`src/rtl/fa_pkg.sv`:
```
// Shared types and sizing helpers for the multi-cycle adder.
package fa_pkg;
  typedef enum logic [1:0] {IDLE, ADD, DONE} state_t;

  localparam int DATA_W = 32;

  function automatic int nslice(input int slice_w);
    return DATA_W / slice_w;
  endfunction
endpackage

```
`src/rtl/fa_slice.sv`:
```
// Combinational SLICE_W-bit adder; one instance is time-multiplexed over all slices.
module fa_slice #(
  parameter int W = 8
) (
  input  logic [W-1:0] a,
  input  logic [W-1:0] b,
  input  logic         cin,
  output logic [W-1:0] s,
  output logic         cout
);
  assign {cout, s} = {1'b0, a} + {1'b0, b} + {{W{1'b0}}, cin};
endmodule

```
`src/rtl/fa_32bit_multicycle.sv`:
```
// 32-bit adder that processes one SLICE_W-bit slice per cycle, LSB first,
// producing Sum, Cout and Z/N/V with a one-cycle done pulse.
module fa_32bit_multicycle
  import fa_pkg::*;
#(
  parameter int SLICE_W = 8
) (
  input  logic              clk,
  input  logic              rst,
  input  logic              start,
  input  logic [DATA_W-1:0] A,
  input  logic [DATA_W-1:0] B,
  input  logic              Cin,
  output logic              busy,
  output logic              done,
  output logic [DATA_W-1:0] Sum,
  output logic              Cout,
  output logic              Z,
  output logic              N,
  output logic              V
);
  localparam int NSLICE = nslice(SLICE_W);
  localparam int CW     = (NSLICE > 1) ? $clog2(NSLICE) : 1;
  localparam logic [CW-1:0]      LAST  = CW'(NSLICE - 1);
  localparam logic [DATA_W-1:0]  SMASK = DATA_W'({SLICE_W{1'b1}});

  generate
    if (DATA_W % SLICE_W != 0) begin : g_bad_slice_w
      $error("SLICE_W must divide 32");
    end
  endgenerate

  state_t            state;
  logic [CW-1:0]     cnt;
  logic [DATA_W-1:0] a_q, b_q, psum;
  logic              carry;

  logic [SLICE_W-1:0] sa, sb, ss;
  logic               sc;
  logic [DATA_W-1:0]  psum_nxt;
  int                 base;

  // Shifts rather than indexed part-selects keep the slice mux in range for every SLICE_W.
  assign base = int'(cnt) * SLICE_W;
  assign sa   = SLICE_W'(a_q >> base);
  assign sb   = SLICE_W'(b_q >> base);

  fa_slice #(.W(SLICE_W)) u_slice (
    .a    (sa),
    .b    (sb),
    .cin  (carry),
    .s    (ss),
    .cout (sc)
  );

  always_comb begin
    psum_nxt = (psum & ~(SMASK << base)) | (DATA_W'(ss) << base);
  end

  always_ff @(posedge clk) begin
    if (rst) begin
      state <= IDLE;
      cnt   <= '0;
      a_q   <= '0;
      b_q   <= '0;
      psum  <= '0;
      carry <= 1'b0;
      busy  <= 1'b0;
      done  <= 1'b0;
      Sum   <= '0;
      Cout  <= 1'b0;
      Z     <= 1'b0;
      N     <= 1'b0;
      V     <= 1'b0;
    end else begin
      done <= 1'b0;
      case (state)
        IDLE: if (start) begin
          a_q   <= A;
          b_q   <= B;
          carry <= Cin;
          cnt   <= '0;
          psum  <= '0;
          busy  <= 1'b1;
          state <= ADD;
        end
        ADD: begin
          psum  <= psum_nxt;
          carry <= sc;
          cnt   <= cnt + 1'b1;
          if (cnt == LAST) begin
            // Final carry goes to Cout only; it is never fed back into a slice.
            Sum   <= psum_nxt;
            Cout  <= sc;
            Z     <= (psum_nxt == '0);
            N     <= psum_nxt[DATA_W-1];
            V     <= (a_q[DATA_W-1] == b_q[DATA_W-1]) &&
                     (psum_nxt[DATA_W-1] != a_q[DATA_W-1]);
            done  <= 1'b1;
            state <= DONE;
          end
        end
        DONE: begin
          busy  <= 1'b0;
          state <= IDLE;
        end
        default: state <= IDLE;
      endcase
    end
  end
endmodule

```
`config.mk`:
```
export PLATFORM = sky130hd
export DESIGN_NAME = fa_32bit_multicycle
export DESIGN_NICKNAME = d
export VERILOG_FILES = /design/src/rtl/fa_pkg.sv /design/src/rtl/fa_slice.sv /design/src/rtl/fa_32bit_multicycle.sv
export SDC_FILE = /design/constraint.sdc
export NUM_CORES = 1
export LEC_CHECK = 0
export CORE_ASPECT_RATIO = 1.2
export CORE_UTILIZATION = 47
export CTS_CLUSTER_DIAMETER = 150
export CTS_CLUSTER_SIZE = 20
export DETAILED_ROUTE_END_ITERATION = 16
export PLACE_DENSITY = 0.75
export SYNTH_ARGS = -nofsm -noshare
export SYNTH_HDL_FRONTEND = slang
export SYNTH_SLANG_ARGS = --single-unit
```
`constraint.sdc`:
```
create_clock -name clk -period 3.7 [get_ports clk]
set_input_delay 0.925 -clock clk [delete_from_list [all_inputs] [get_ports clk]]
set_output_delay 0.925 -clock clk [all_outputs]
set_load 0.005 [all_outputs]
```
# Word-level counts from Yosys, hierarchy flattened
# Cells that the tools add are included.
# Widths: inputs -> output; s select.
[op_classes] shifts=4 n_addsub=3 reduce_logical=11 n_bitwise=4 n_mux=12 eq_ne=7
[ops] cell="$pmux 32 s2" count=1
[ops] cell="$shr 32x5->8" count=2
[ops] cell="$and 32x32->32" count=1
[ops] cell="$logic_not 32->1" count=1
[ops] cell="$mux 32" count=1
[ops] cell="$not 32->32" count=1
[ops] cell="$or 32x32->32" count=1
[ops] cell="$shl 8x5->32" count=1
[ops] cell="$shl 8x5->32 const A" count=1
[ops] cell="$reduce_and 2->1" count=5
[ops] cell="$add 8x8->9" count=1
[ops] cell="$add 9x1->9" count=1
[ops] cell="$pmux 2 s2" count=2
[ops] cell="$mux 2" count=3
[ops] cell="$eq 2x2->1 const B" count=2
[ops] cell="$ne 2x2->1 const B" count=2
[ops] cell="$pmux 1 s2" count=2
[ops] cell="$reduce_bool 2->1" count=2
[ops] cell="$mux 1" count=3
[ops] cell="$add 2x1->2 const B" count=1
[ops] cell="$eq 2x1->1 const B" count=1
[ops] cell="$logic_not 2->1" count=1
[ops] cell="$reduce_or 2->1" count=1
[ops] cell="$eq 1x1->1" count=1
[ops] cell="3 further kinds" count=3
[word_totals] register_bits=139 output_inout_bits=38

# Logic depth before layout (Yosys ltp)
[depth] ltp_word=7 ltp_mapped=12 ltp_nobuf=9

# By module
# A second synthesis with hierarchy kept.
[hier_totals] hier_cells=724 hier_area_um2=5989.5
[modules_own_cells] mod="fa_32bit_multicycle" instances=1 area_per_inst_um2=5676.7 cells_each=686 seq_area_each_um2=2702.6
[modules_own_cells] mod="fa_slice" instances=1 area_per_inst_um2=312.8 cells_each=38 seq_area_each_um2=0.0

# Worst setup path before layout
# OpenSTA, ideal clock, no wires.
[synth_path] path_kind="register -> register" from="reg cnt[1]" to="reg Z" setup_ns=0.131 path_slack_ns=-0.243 path_stages_with_launch=13 path_buffers=3 arrival_time_ns=3.812 cell_sequence="dfxtp_1 -> clkbuf_1 -> buf_1 -> clkbuf_1 -> mux4_2 -> fa_1 -> fa_1 -> a211oi_1 -> o21ai_0 -> a211oi_1 -> o21bai_1 -> nand4bb_1 -> o31ai_1"
[synth_via] elab_chain_len=6
[synth_lines] item="start, declared" line_no="fa_32bit_multicycle.sv:34" source="logic [CW-1:0] cnt;"
[synth_lines] item="start signal, assigned" line_no="fa_32bit_multicycle.sv:90" source="cnt <= cnt + 1'b1;"
[synth_lines] item="$shr 32x5->8, on equally long branches" line_no="fa_32bit_multicycle.sv:45, fa_32bit_multicycle.sv:46"
[synth_lines] item="$add 8x8->9" line_no="fa_slice.sv:11" source="assign {cout, s} = {1'b0, a} + {1'b0, b} + {{W{1'b0}}, cin};"
[synth_lines] item="$add 9x1->9" line_no="fa_slice.sv:11"
[synth_lines] item="$shl 8x5->32" line_no="fa_32bit_multicycle.sv:57" source="psum_nxt = (psum & ~(SMASK << base)) | (DATA_W'(ss) << base);"
[synth_lines] item="$or 32x32->32" line_no="fa_32bit_multicycle.sv:57"
[synth_lines] item="$logic_not 32->1" line_no="fa_32bit_multicycle.sv:95" source="Z <= (psum_nxt == '0);"
[synth_lines] item="end signal, assigned" line_no="fa_32bit_multicycle.sv:95"
[synth_lines] item="end, declared" line_no="fa_32bit_multicycle.sv:18" source="output logic Z,"
# Several ways; a longest one is shown, not always the timed one.
# A chain may end at the register's enable or synchronous reset.

# Worst setup path after layout
# Same ends and word-level chain as after synthesis.

==> qor.txt <==
Clock root buffer - clkbuf_16
Worst hold path type - reg2reg
Post-CTS Setup Repair Bufs - 0
Fin crit period - 3.390 ns
Slowest-stage cell, CP - fa_1
CTS clk-pin slew, worst paths - 0.06 ns
RSZ-0062 raised after global routing - false
Worst endpoint required time - 4.03 ns
Ports - 106
Routability cong. - 0.8627
Fin. max-slew vios - 0
Largest cells by area after synthesis - dfxtp_1 (45%), nand2_1 (10%), a21oi_1 (7.9%), mux4_2 (6.3%), nor2_1 (4.0%)
Post-Syn Instances - 688
FMAX - 295.0 MHz
Final Hold Fails - 0
Largest net degree at the start of global routing - 74
Post-synth top area share - 45.17%
PwrDens - 489.9 mW/mm^2
Sum Neg Setup Slack - 0 ns
Hold Path Stages - 2
Die area - 0.01271 sq mm
CP Launch Type - flop
Overflow after GRT - 0
CP Cell Sequence - buf_4 > mux4_2 > fa_1 > fa_1 > xor2_1 > a22o_1 > nor4_1 > and4b_1 > nand4bb_1 > o31ai_1
TritonRoute pass-1 iters - 5
Avg WL per Cell - 16.87 um
Status - completed
Register bit total from synthesis - 130
Cell taking the most area after synthesis - dfxtp_1
# DRC - 0
Final setup vio count - 0
CTS sink cnt - 130
Max FO, Critical Path - 10
Crit path DAT - 3.72 ns
Synth Flop Type - dfxtp_1
Core Footprint - 0.01173 sq mm
Mean post-synth cell area - 8.375 sq um
Area delta synth->final - 30.55%
Gr usage total - 26.54%
H-tree depth - 4
DRT iter0 DRCs - 308
First-pass GRT wire length - 25.54 mm
CP peak stage delay - 0.45 ns
CP Capture Type - flop
Post-route ant nets - 0
Overall power - 3.685 mW
Vias in the first global route - 5111
Clock Tree Buf Depth - 2
Cts hold-fix bufs - 0
Slew margin rel. - 41.40%
CTS tree - yes
Initial antenna violation count - 0
Nets - 853
Initial core utilization - 49.13%
Dpl hpwl - 11.00 mm
Worst skew pair latency - 0.42 ns
MaxCap Viol Count - 0
Area of the multi-input gates - 0.002898 sq mm
Yosys cell types - 52
Seq/Total Area, Yosys - 45.17%
Synth Net Count - 769
Antenna cells - 0
Row count - 43
Crit Path Class - reg2reg
Via-to-Cell Ratio - 5.619
Worst R2R Path Depth - 10
Layout Skew - 0.006453 ns
Routed Wire Length - 15.90 mm
Fraction of final layout cells with drive strength greater than 1 - 9.172%
Die width - 103.1 um
Async S/R FF share, synth - 0%
Most frequent CP cell - fa_1
Die span in y - 123.3 um
Slew @ Worst Pin - 0.8772 ns
Period Utilization, post-route - 91.62%
Post-synth EDFFs - 0
Leak pwr - 2.734 nW
IO Port Bufs - 105
TritonCTS buffer count - 17
Peak supply drop - 273.7 uV
Post-CTS resize count - 0
YS warnings - 0
Register Area - 0.002603 sq mm
DR vias - 5293
Fillers - 1066
Netlist Area Pre-Place - 0.005762 sq mm
Post-layout util - 64.13%
flip-flops by register name (all words and copies together) (netlist names), 2 cells and up:
signal and count:
cnt 2, a_q 32, Sum 32, b_q 32
state 2, psum 24
area by class of cell:
class / count / share of cell area (%)
repair buffers: 121 / 15.70
well taps: 157 / 2.611
clock buffers: 18 / 5.838
inverters: 11 / 0.5489
multi-input cells: 491 / 38.52
flip-flops and latches: 130 / 34.60
clock inverters: 14 / 2.179
cells by family after synthesis:
group / after synthesis / share of synthesized area (%)
compound gates: 179 / 19.80
flops: 130 / 45.17
mux: 17 / 6.428
xor+xnor: 4 / 0.6081
simple gates: 278 / 20.28
buf+inv: 67 / 4.625
fa+ha+maj: 13 / 3.084
synth_stat cells (all sizes together), types with 10 or more instances:
cell and instances:
mux4 16, a22oi 14, nand2 161, ha 11
nand3 19, a21oi 91, clkbuf 47, nor3 10
a211oi 16, nor2 61, dfxtp 130, inv 10
layout by cell type (no fill, tap or decap), types with 4 or more instances in the layout:
cell             synthesis  routed
a21oi_1                 91      91
inv_1                   10      10
a221oi_1                 4       4
a22o_1                   8       8
dfxtp_1                130     130
clkinv_2                 0       5
a22oi_1                 14      14
nor2_1                  61      61
nor4_1                   4       4
nand2_1                161     161
nand3_1                 19      19
ha_1                    11      11
nor2b_1                  5       5
buf_4                    1      16
a211oi_1                16      16
a31oi_1                  7       7
o21ai_0                  9       9
clkdlybuf4s50_1          0     104
mux4_2                  16      16
a21o_1                   5       5
o21a_1                   7       7
nor3_1                  10      10
clkbuf_16                0      17
worst max-delay path, delay by kind of cell, from the launching register on:
kind,cells,cell delay (ns)
flip-flops,1,0.41
XOR/XNOR,1,0.26
buffers and inverters,1,0.23
multiplexers,1,0.35
AO/OA/AOI/OAI,2,0.46
adder cells (fa/ha/maj),2,0.89
AND/OR/NAND/NOR,3,0.69
worst paths after layout:
path                            startpoint  endpoint  slack [ns]
worst max-delay path                cnt[1]         Z        0.31
worst min-delay path               b_q[18]   b_q[18]        0.45
worst max register to register      cnt[1]         Z        0.31
worst min register to register     b_q[18]   b_q[18]        0.45
report_power, final:
group	internal (mW)	switching (mW)
logic	0.211	0.275
registers	1.45	0.0339
clock network	1.07	0.639
total	2.74	0.948
per-layer routing:
layer | global-route usage, % | vias up | share of wire [%]
met4 | 11.71 | 0 | 3.0
met5 | 0 | - | 0
met3 | 4.466 | 36 | 4.8
met2 | 46.83 | 191 | 52
met1 | 31.36 | 2503 | 41
li1 | - | 2563 | -
per-stage QoR:
step	worst slack (ns)	instance area, sq um	hold WS (ns)	std cells
floorplan	0.005420	5764	0.4331	688
global placement	0.4209	6919	0.4416	910
detailed placement	0.3230	6919	0.4449	910
CTS	0.2980	7522	0.4529	942
global route	0.1414	7522	0.4751	942
finish	0.3100	7522	0.4519	942
No activity file was read; power rests on OpenSTA's default activity.
